===== src/rtl/lz4_seq_emitter_if.sv =====
// Handshake and data bundle for the LZ4 sequence emitter.
// master: the emitter itself (pops the sequence FIFO, consumes literals,
//         drives the encoded byte stream).
// slave:  the surrounding environment (FIFO, literal source, byte sink).
interface lz4_seq_emitter_if;
    logic [46:0] fifo_dout;
    logic        fifo_empty;
    logic        fifo_rd_en;
    logic [7:0]  lit_data;
    logic        lit_valid;
    logic        lit_ready;
    logic [7:0]  out_data;
    logic        out_valid;
    logic        out_ready;
    logic        frame_done;

    modport master (
        input  fifo_dout, fifo_empty, lit_data, lit_valid, out_ready,
        output fifo_rd_en, lit_ready, out_data, out_valid, frame_done
    );

    modport slave (
        output fifo_dout, fifo_empty, lit_data, lit_valid, out_ready,
        input  fifo_rd_en, lit_ready, out_data, out_valid, frame_done
    );
endinterface


===== src/rtl/lz4_seq_emitter.sv =====
// LZ4 sequence emitter: turns one sequence descriptor (literal length,
// offset, raw match length, last flag) plus a literal byte stream into the
// LZ4 block byte format: token, literal length extension, literals, offset
// (little endian), match length extension. A last-flagged sequence stops
// after its literals and pulses frame_done once its final byte is taken.
// Optional build macro: LZ4_SEQ_EMIT_CNT_EN adds out_byte_count, a running
// count of accepted output bytes that clears after each frame_done.
module lz4_seq_emitter #(
    parameter int MIN_MATCH = 4
) (
    input  logic                 clk,
    input  logic                 rstN,
    lz4_seq_emitter_if.master    bus
`ifdef LZ4_SEQ_EMIT_CNT_EN
    ,
    output logic [31:0]          out_byte_count
`endif
);

    typedef enum logic [2:0] {
        IDLE   = 3'd0,
        TOKEN  = 3'd1,
        LITEXT = 3'd2,
        LITS   = 3'd3,
        OFF_LO = 3'd4,
        OFF_HI = 3'd5,
        MLEXT  = 3'd6,
        DONE   = 3'd7
    } state_t;

    state_t      state_q, state_d;
    logic        last_q, last_d;
    logic [13:0] lit_len_q, lit_len_d;
    logic [15:0] off_q, off_d;
    logic [15:0] ml_q, ml_d;
    logic [15:0] ext_q, ext_d;
    logic [13:0] cnt_q, cnt_d;
    logic [7:0]  out_data_q, out_data_d;
    logic        out_valid_q, out_valid_d;
    logic        frame_done_q, frame_done_d;

    logic        load_ok_s;
    logic        lit_ready_s;
    logic        fifo_rd_en_s;

    // Token nibble: lengths of 15 or more saturate and spill into extension bytes.
    function automatic logic [3:0] nib_sat(input logic [15:0] len);
        if (len >= 16'd15) begin
            nib_sat = 4'hF;
        end else begin
            nib_sat = len[3:0];
        end
    endfunction

    // Next extension byte for a remaining count r: 255 while r >= 255, then r itself.
    function automatic logic [7:0] ext_byte(input logic [15:0] r);
        if (r >= 16'd255) begin
            ext_byte = 8'hFF;
        end else begin
            ext_byte = r[7:0];
        end
    endfunction

    // The output register can take a new byte when it is empty or being drained.
    assign load_ok_s    = !out_valid_q || bus.out_ready;
    assign lit_ready_s  = (state_q == LITS) && load_ok_s;
    // Gated by rstN so no pop can escape while the block is held in reset.
    assign fifo_rd_en_s = rstN && (state_q == IDLE) && !bus.fifo_empty;

    assign bus.lit_ready  = lit_ready_s;
    assign bus.fifo_rd_en = fifo_rd_en_s;
    assign bus.out_data   = out_data_q;
    assign bus.out_valid  = out_valid_q;
    assign bus.frame_done = frame_done_q;

    // Next-state, capture and output-byte selection for the emission sequence.
    always_comb begin
        state_d      = state_q;
        last_d       = last_q;
        lit_len_d    = lit_len_q;
        off_d        = off_q;
        ml_d         = ml_q;
        ext_d        = ext_q;
        cnt_d        = cnt_q;
        out_data_d   = out_data_q;
        out_valid_d  = out_valid_q && !bus.out_ready;
        frame_done_d = 1'b0;

        case (state_q)
            IDLE: begin
                if (fifo_rd_en_s) begin
                    last_d    = bus.fifo_dout[46];
                    lit_len_d = bus.fifo_dout[45:32];
                    off_d     = bus.fifo_dout[31:16];
                    ml_d      = bus.fifo_dout[15:0] - 16'(MIN_MATCH);
                    cnt_d     = bus.fifo_dout[45:32];
                    ext_d     = 16'd0;
                    state_d   = TOKEN;
                end else begin
                    state_d   = IDLE;
                end
            end
            TOKEN: begin
                if (load_ok_s) begin
                    out_data_d  = {nib_sat({2'b00, lit_len_q}),
                                   (last_q ? 4'h0 : nib_sat(ml_q))};
                    out_valid_d = 1'b1;
                    if (lit_len_q >= 14'd15) begin
                        ext_d   = {2'b00, lit_len_q} - 16'd15;
                        state_d = LITEXT;
                    end else if (lit_len_q != 14'd0) begin
                        state_d = LITS;
                    end else if (last_q) begin
                        state_d = DONE;
                    end else begin
                        state_d = OFF_LO;
                    end
                end else begin
                    state_d = TOKEN;
                end
            end
            LITEXT: begin
                if (load_ok_s) begin
                    out_data_d  = ext_byte(ext_q);
                    out_valid_d = 1'b1;
                    if (ext_q >= 16'd255) begin
                        ext_d   = ext_q - 16'd255;
                    end else begin
                        state_d = LITS;
                    end
                end else begin
                    state_d = LITEXT;
                end
            end
            LITS: begin
                if (lit_ready_s && bus.lit_valid) begin
                    out_data_d  = bus.lit_data;
                    out_valid_d = 1'b1;
                    cnt_d       = cnt_q - 14'd1;
                    if (cnt_q == 14'd1) begin
                        state_d = last_q ? DONE : OFF_LO;
                    end else begin
                        state_d = LITS;
                    end
                end else begin
                    state_d = LITS;
                end
            end
            OFF_LO: begin
                if (load_ok_s) begin
                    out_data_d  = off_q[7:0];
                    out_valid_d = 1'b1;
                    state_d     = OFF_HI;
                end else begin
                    state_d     = OFF_LO;
                end
            end
            OFF_HI: begin
                if (load_ok_s) begin
                    out_data_d  = off_q[15:8];
                    out_valid_d = 1'b1;
                    if (ml_q >= 16'd15) begin
                        ext_d   = ml_q - 16'd15;
                        state_d = MLEXT;
                    end else begin
                        state_d = IDLE;
                    end
                end else begin
                    state_d = OFF_HI;
                end
            end
            MLEXT: begin
                if (load_ok_s) begin
                    out_data_d  = ext_byte(ext_q);
                    out_valid_d = 1'b1;
                    if (ext_q >= 16'd255) begin
                        ext_d   = ext_q - 16'd255;
                    end else begin
                        state_d = IDLE;
                    end
                end else begin
                    state_d = MLEXT;
                end
            end
            DONE: begin
                // The final byte of the frame is sitting in the output register.
                if (load_ok_s) begin
                    frame_done_d = 1'b1;
                    state_d      = IDLE;
                end else begin
                    state_d      = DONE;
                end
            end
            default: begin
                state_d = IDLE;
            end
        endcase
    end

    // State, captured descriptor fields and registered output stage.
    always_ff @(posedge clk or negedge rstN) begin
        if (!rstN) begin
            state_q      <= IDLE;
            last_q       <= 1'b0;
            lit_len_q    <= 14'd0;
            off_q        <= 16'd0;
            ml_q         <= 16'd0;
            ext_q        <= 16'd0;
            cnt_q        <= 14'd0;
            out_data_q   <= 8'd0;
            out_valid_q  <= 1'b0;
            frame_done_q <= 1'b0;
        end else begin
            state_q      <= state_d;
            last_q       <= last_d;
            lit_len_q    <= lit_len_d;
            off_q        <= off_d;
            ml_q         <= ml_d;
            ext_q        <= ext_d;
            cnt_q        <= cnt_d;
            out_data_q   <= out_data_d;
            out_valid_q  <= out_valid_d;
            frame_done_q <= frame_done_d;
        end
    end

`ifdef LZ4_SEQ_EMIT_CNT_EN
    logic [31:0] out_byte_count_q, out_byte_count_d;

    // Accepted-byte counter: wraps naturally, cleared the cycle after frame_done.
    always_comb begin
        out_byte_count_d = out_byte_count_q;
        if (frame_done_q) begin
            out_byte_count_d = 32'd0;
        end else if (out_valid_q && bus.out_ready) begin
            out_byte_count_d = out_byte_count_q + 32'd1;
        end else begin
            out_byte_count_d = out_byte_count_q;
        end
    end

    // Accepted-byte counter register.
    always_ff @(posedge clk or negedge rstN) begin
        if (!rstN) begin
            out_byte_count_q <= 32'd0;
        end else begin
            out_byte_count_q <= out_byte_count_d;
        end
    end

    assign out_byte_count = out_byte_count_q;
`endif

endmodule


===== src/flat_wrapper.sv =====
// flat-port wrapper written by rule: the top's interface ports become plain ports
module lz4_seq_emitter_flat 
#(
    parameter int MIN_MATCH = 4
)
  (clk, rstN, bus_fifo_dout, bus_fifo_empty, bus_lit_data, bus_lit_valid, bus_out_ready, bus_fifo_rd_en, bus_lit_ready, bus_out_data, bus_out_valid, bus_frame_done);
  lz4_seq_emitter_if bus_i ();
  input  logic clk;
  input  logic rstN;
  input wire logic [$bits(bus_i.fifo_dout)-1:0] bus_fifo_dout;
  input wire logic [$bits(bus_i.fifo_empty)-1:0] bus_fifo_empty;
  input wire logic [$bits(bus_i.lit_data)-1:0] bus_lit_data;
  input wire logic [$bits(bus_i.lit_valid)-1:0] bus_lit_valid;
  input wire logic [$bits(bus_i.out_ready)-1:0] bus_out_ready;
  output wire logic [$bits(bus_i.fifo_rd_en)-1:0] bus_fifo_rd_en;
  output wire logic [$bits(bus_i.lit_ready)-1:0] bus_lit_ready;
  output wire logic [$bits(bus_i.out_data)-1:0] bus_out_data;
  output wire logic [$bits(bus_i.out_valid)-1:0] bus_out_valid;
  output wire logic [$bits(bus_i.frame_done)-1:0] bus_frame_done;
  assign bus_i.fifo_dout = bus_fifo_dout;
  assign bus_i.fifo_empty = bus_fifo_empty;
  assign bus_i.lit_data = bus_lit_data;
  assign bus_i.lit_valid = bus_lit_valid;
  assign bus_i.out_ready = bus_out_ready;
  assign bus_fifo_rd_en = bus_i.fifo_rd_en;
  assign bus_lit_ready = bus_i.lit_ready;
  assign bus_out_data = bus_i.out_data;
  assign bus_out_valid = bus_i.out_valid;
  assign bus_frame_done = bus_i.frame_done;
  lz4_seq_emitter #(.MIN_MATCH(MIN_MATCH)) u_core (.clk(clk), .rstN(rstN), .bus(bus_i));
endmodule

===== config.mk =====
export PLATFORM = sky130hd
export DESIGN_NAME = lz4_seq_emitter_flat
export DESIGN_NICKNAME = d
export VERILOG_FILES = /design/src/rtl/lz4_seq_emitter_if.sv /design/src/rtl/lz4_seq_emitter.sv /design/src/flat_wrapper.sv
export SDC_FILE = /design/constraint.sdc
export NUM_CORES = 1
export LEC_CHECK = 0
export BUFFER_PORTS_ARGS = -buffer_cell sky130_fd_sc_hd__buf_2
export CAP_MARGIN = 30
export CORE_AREA = 4 4 108 110
export DETAILED_ROUTE_END_ITERATION = 16
export DIE_AREA = 0 0 112 114
export PLACE_DENSITY = 0.77
export REMOVE_ABC_BUFFERS = 1
export SLEW_MARGIN = 20
export SYNTH_ARGS = -nofsm -noshare
export SYNTH_HDL_FRONTEND = slang
export SYNTH_SLANG_ARGS = --single-unit

===== constraint.sdc =====
create_clock -name clk -period 5.5 [get_ports clk]
set_input_delay 1.1 -clock clk [delete_from_list [all_inputs] [get_ports clk]]
set_output_delay 1.1 -clock clk [all_outputs]
set_load 0.03 [all_outputs]

==> results_dict.tcl <==
set metrics [dict create \
    status "complete, no violations" \
    startpoint_type "register" \
    post-synth-top-area-fraction_pct 41.0 \
    synth.avg_cell_area_um2 8.07 \
    numCtsBuffers 9 \
    maxCapViolations 0 \
    grt_pass1_wl_um 24600 \
    drv_slew 0 \
    dr.first_iter.drc_count 458 \
    start_util_pct 51.4 \
    whs_path_depth 2 \
    path_delay_family "simple AND/OR/NAND/NOR gates" \
    fin_cells 875 \
    grt_max_degree 72 \
    cts_num_sinks 90 \
    drc_errors 0 \
    ys_ff_latch 90 \
    top_layer_used "met4" \
    synth_edf_count 0 \
    area_growth_syn_to_layout_pct 12.1 \
    synthTopCellsByArea "dfrtp_1, nand2_1, o21ai_0" \
    ctsHoldBuffers 0 \
    yosysWarnings 0 \
    nFillCells 939 \
    grt_usage_pct 23.8 \
    crit_required_ps 4400 \
    insertedDiodeCount 0 \
    antenna_found_initial 0 \
    hold_viol_final 0 \
    synth_cell_types 64 \
    critical_path.cell_chain "nor2b_1, nand2_1, nor2_1, buf_2" \
    cp.buffers_inverters 1 \
    dieArea_um2 12800 \
    cts.reportedPaths.clkPinSlew_ps 90 \
    wl_met3_um 1130 \
    arrival_ps 2550 \
    max_freq_mhz 274 \
    synth_area_leader_cell "dfrtp_1" \
    io_pins 72 \
    synth_seq_area_share_pct 41.0 \
    grt_pass1_vias 5006 \
    drive_gt1_share_pct 15.0 \
    die_h_um 114 \
    cts_setup_buffers 0 \
    wl_met1_um 6030 \
    grt_overflow 0 \
    whs_ps 483 \
    vdd_ir_drop_max_uv 229 \
    root_buffer "clkbuf_8" \
    synth_cells 681 \
    skew_ps 11.9 \
    reg2regPathDepth 6 \
    dp_hpwl_um 10900 \
    period_minus_slack_ps 3650 \
    core-area_um2 10700 \
    rows 38 \
    nNetsFinal 797 \
    worstHoldStart "u_core.off_q[1]$_DFFE_PN0P_" \
    ys.flop_type "dfrtp_1" \
    ctsHtreeMaxLevel 3 \
    placed_cells 856 \
    drtAntennaViolNets 0 \
    critPathKind "register to primary output" \
    fp.dieW_um 112 \
    final_area_um2 6160 \
    reg2reg_to "u_core.state_q[0]$_DFFE_PN0P_" \
    cts_resized 0 \
    wl_per_cell_um 17.0 \
    wl_met2_um 7250 \
    hold_end "u_core.off_q[1]$_DFFE_PN0P_" \
    tns_ps 0 \
    post-route-period-util_pct 66.3 \
    min_path_type "register to register" \
    endpoint_kind "primary output" \
    setup_viol 0 \
    yosysMostFrequentCell "nand2_1" \
    slowest_stage "dfrtp_1" \
    p_leak_nw 2.70 \
    path_max_fanout 23 \
    ff_latch_area_um2 2250 \
    p_total_w 0.00342 \
    io_buffers 71 \
    synth_common_cells "nand2_1, dfrtp_1, nor2_1, o21ai_0, a21oi_1" \
    gp_congestion 0.967 \
    vias_per_cell 6.03 \
    ctsLongestPathBuffers 2 \
    slowest_delay_ps 800 \
    multi_input_area_um2 3020 \
    drt-total-wl_um 14900 \
    power.density_nw_per_um2 555 \
    reg2reg_slack_ps 2100 \
    syn_area_um2 5500 \
    async_reset_ff_share_pct 100 \
    tightest_slew_ps 915 \
    grt_setup_unrepaired "false" \
    clk_latency_ps 370 \
    dr_total_vias 5275 \
    max-slew-margin-rel_pct 38.9 \
    place_area_um2 5890 \
    cts_tree "built" \
    dr.pass1.iters 5 \
    reg2reg_from "u_core.state_q[1]$_DFFE_PN0P_" \
]
registers in the layout, summed over array words and instances (netlist names):
register               flops
u_core.ext_q              16
u_core.ml_q               16
u_core.off_q              16
u_core.cnt_q              14
u_core.lit_len_q          14
u_core.bus.out_data        8
u_core.state_q             3
u_core.bus.frame_done      1
u_core.bus.out_valid       1
u_core.last_q              1
final cells by class:
cell class,count,share of cell area [%]
multi-input cells,536,49.0
flip-flops and latches,90,36.5
repair buffers,79,7.23
well taps,140,2.84
clock buffers,11,2.29
clock inverters,5,1.26
inverters,14,0.853
layer usage:
layer	up-vias	track usage [%]
met5	-	0
met4	0	10.7
met3	40	3.24
met2	235	39.3
met1	2483	31.4
li1	2517	-
cells by family (layout without fill, tap and decap cells):
kind of cell / after synthesis / after routing / synth area share [%]
multiplexers: 5 / 5 / 1.00
AO/OA/AOI/OAI: 174 / 174 / 20.2
buffers and inverters: 55 / 109 / 4.14
AND/OR/NAND/NOR: 314 / 314 / 26.3
adder cells (fa/ha/maj): 7 / 7 / 1.59
flip-flops: 90 / 90 / 41.0
XOR/XNOR: 36 / 36 / 5.74
tightest hold or removal path, stage by stage (launching register included):
cell	delay (ps)
dfrtp_1	350
nand2_1	50
nand2_1	50
worst max-delay path by stage:
stage                     slack [ps]                           from  cells after the start        endpoint
after CTS                       1860  u_core.state_q[0]$_DFFE_PN0P_                      4   bus_lit_ready
final                           1850  u_core.state_q[0]$_DFFE_PN0P_                      4   bus_lit_ready
after global routing            1660  u_core.state_q[0]$_DFFE_PN0P_                      4   bus_lit_ready
after global placement          2010                           rstN                      6  bus_fifo_rd_en
after floorplan                 1320                 bus_fifo_empty                      3  bus_fifo_rd_en
after detailed placement        1990                           rstN                      6  bus_fifo_rd_en
placed cells by master, fill, tap and decap left out, types with 8 or more instances in the layout:
cell | synthesis | final
a21oi_1 | 37 | 37
buf_2 | 2 | 70
clkbuf_8 | 0 | 10
dfrtp_1 | 90 | 90
inv_1 | 14 | 14
nand2_1 | 140 | 140
nand3_1 | 16 | 16
nor2_1 | 62 | 62
nor2b_1 | 8 | 8
nor3_1 | 24 | 24
nor4_1 | 12 | 12
o21ai_0 | 62 | 62
o22ai_1 | 9 | 9
or3_1 | 11 | 11
or4_1 | 10 | 10
xnor2_1 | 20 | 20
xor2_1 | 16 | 16
power by group:
| part | switching [W] | internal (W) |
|---|---|---|
| clock | 0.000242 | 0.000267 |
| combinational | 0.000952 | 0.000633 |
| sequential | 0.000370 | 0.000955 |
| total | 0.00156 | 0.00185 |
through the flow:
step	setup slack (ps)	util (%)
finish	1850	57.6
detailed placement	1990	55.1
global placement	2010	55.1
global route	1660	57.6
CTS	1860	57.1
floorplan	1320	-
(Power assumes the default switching activity.)
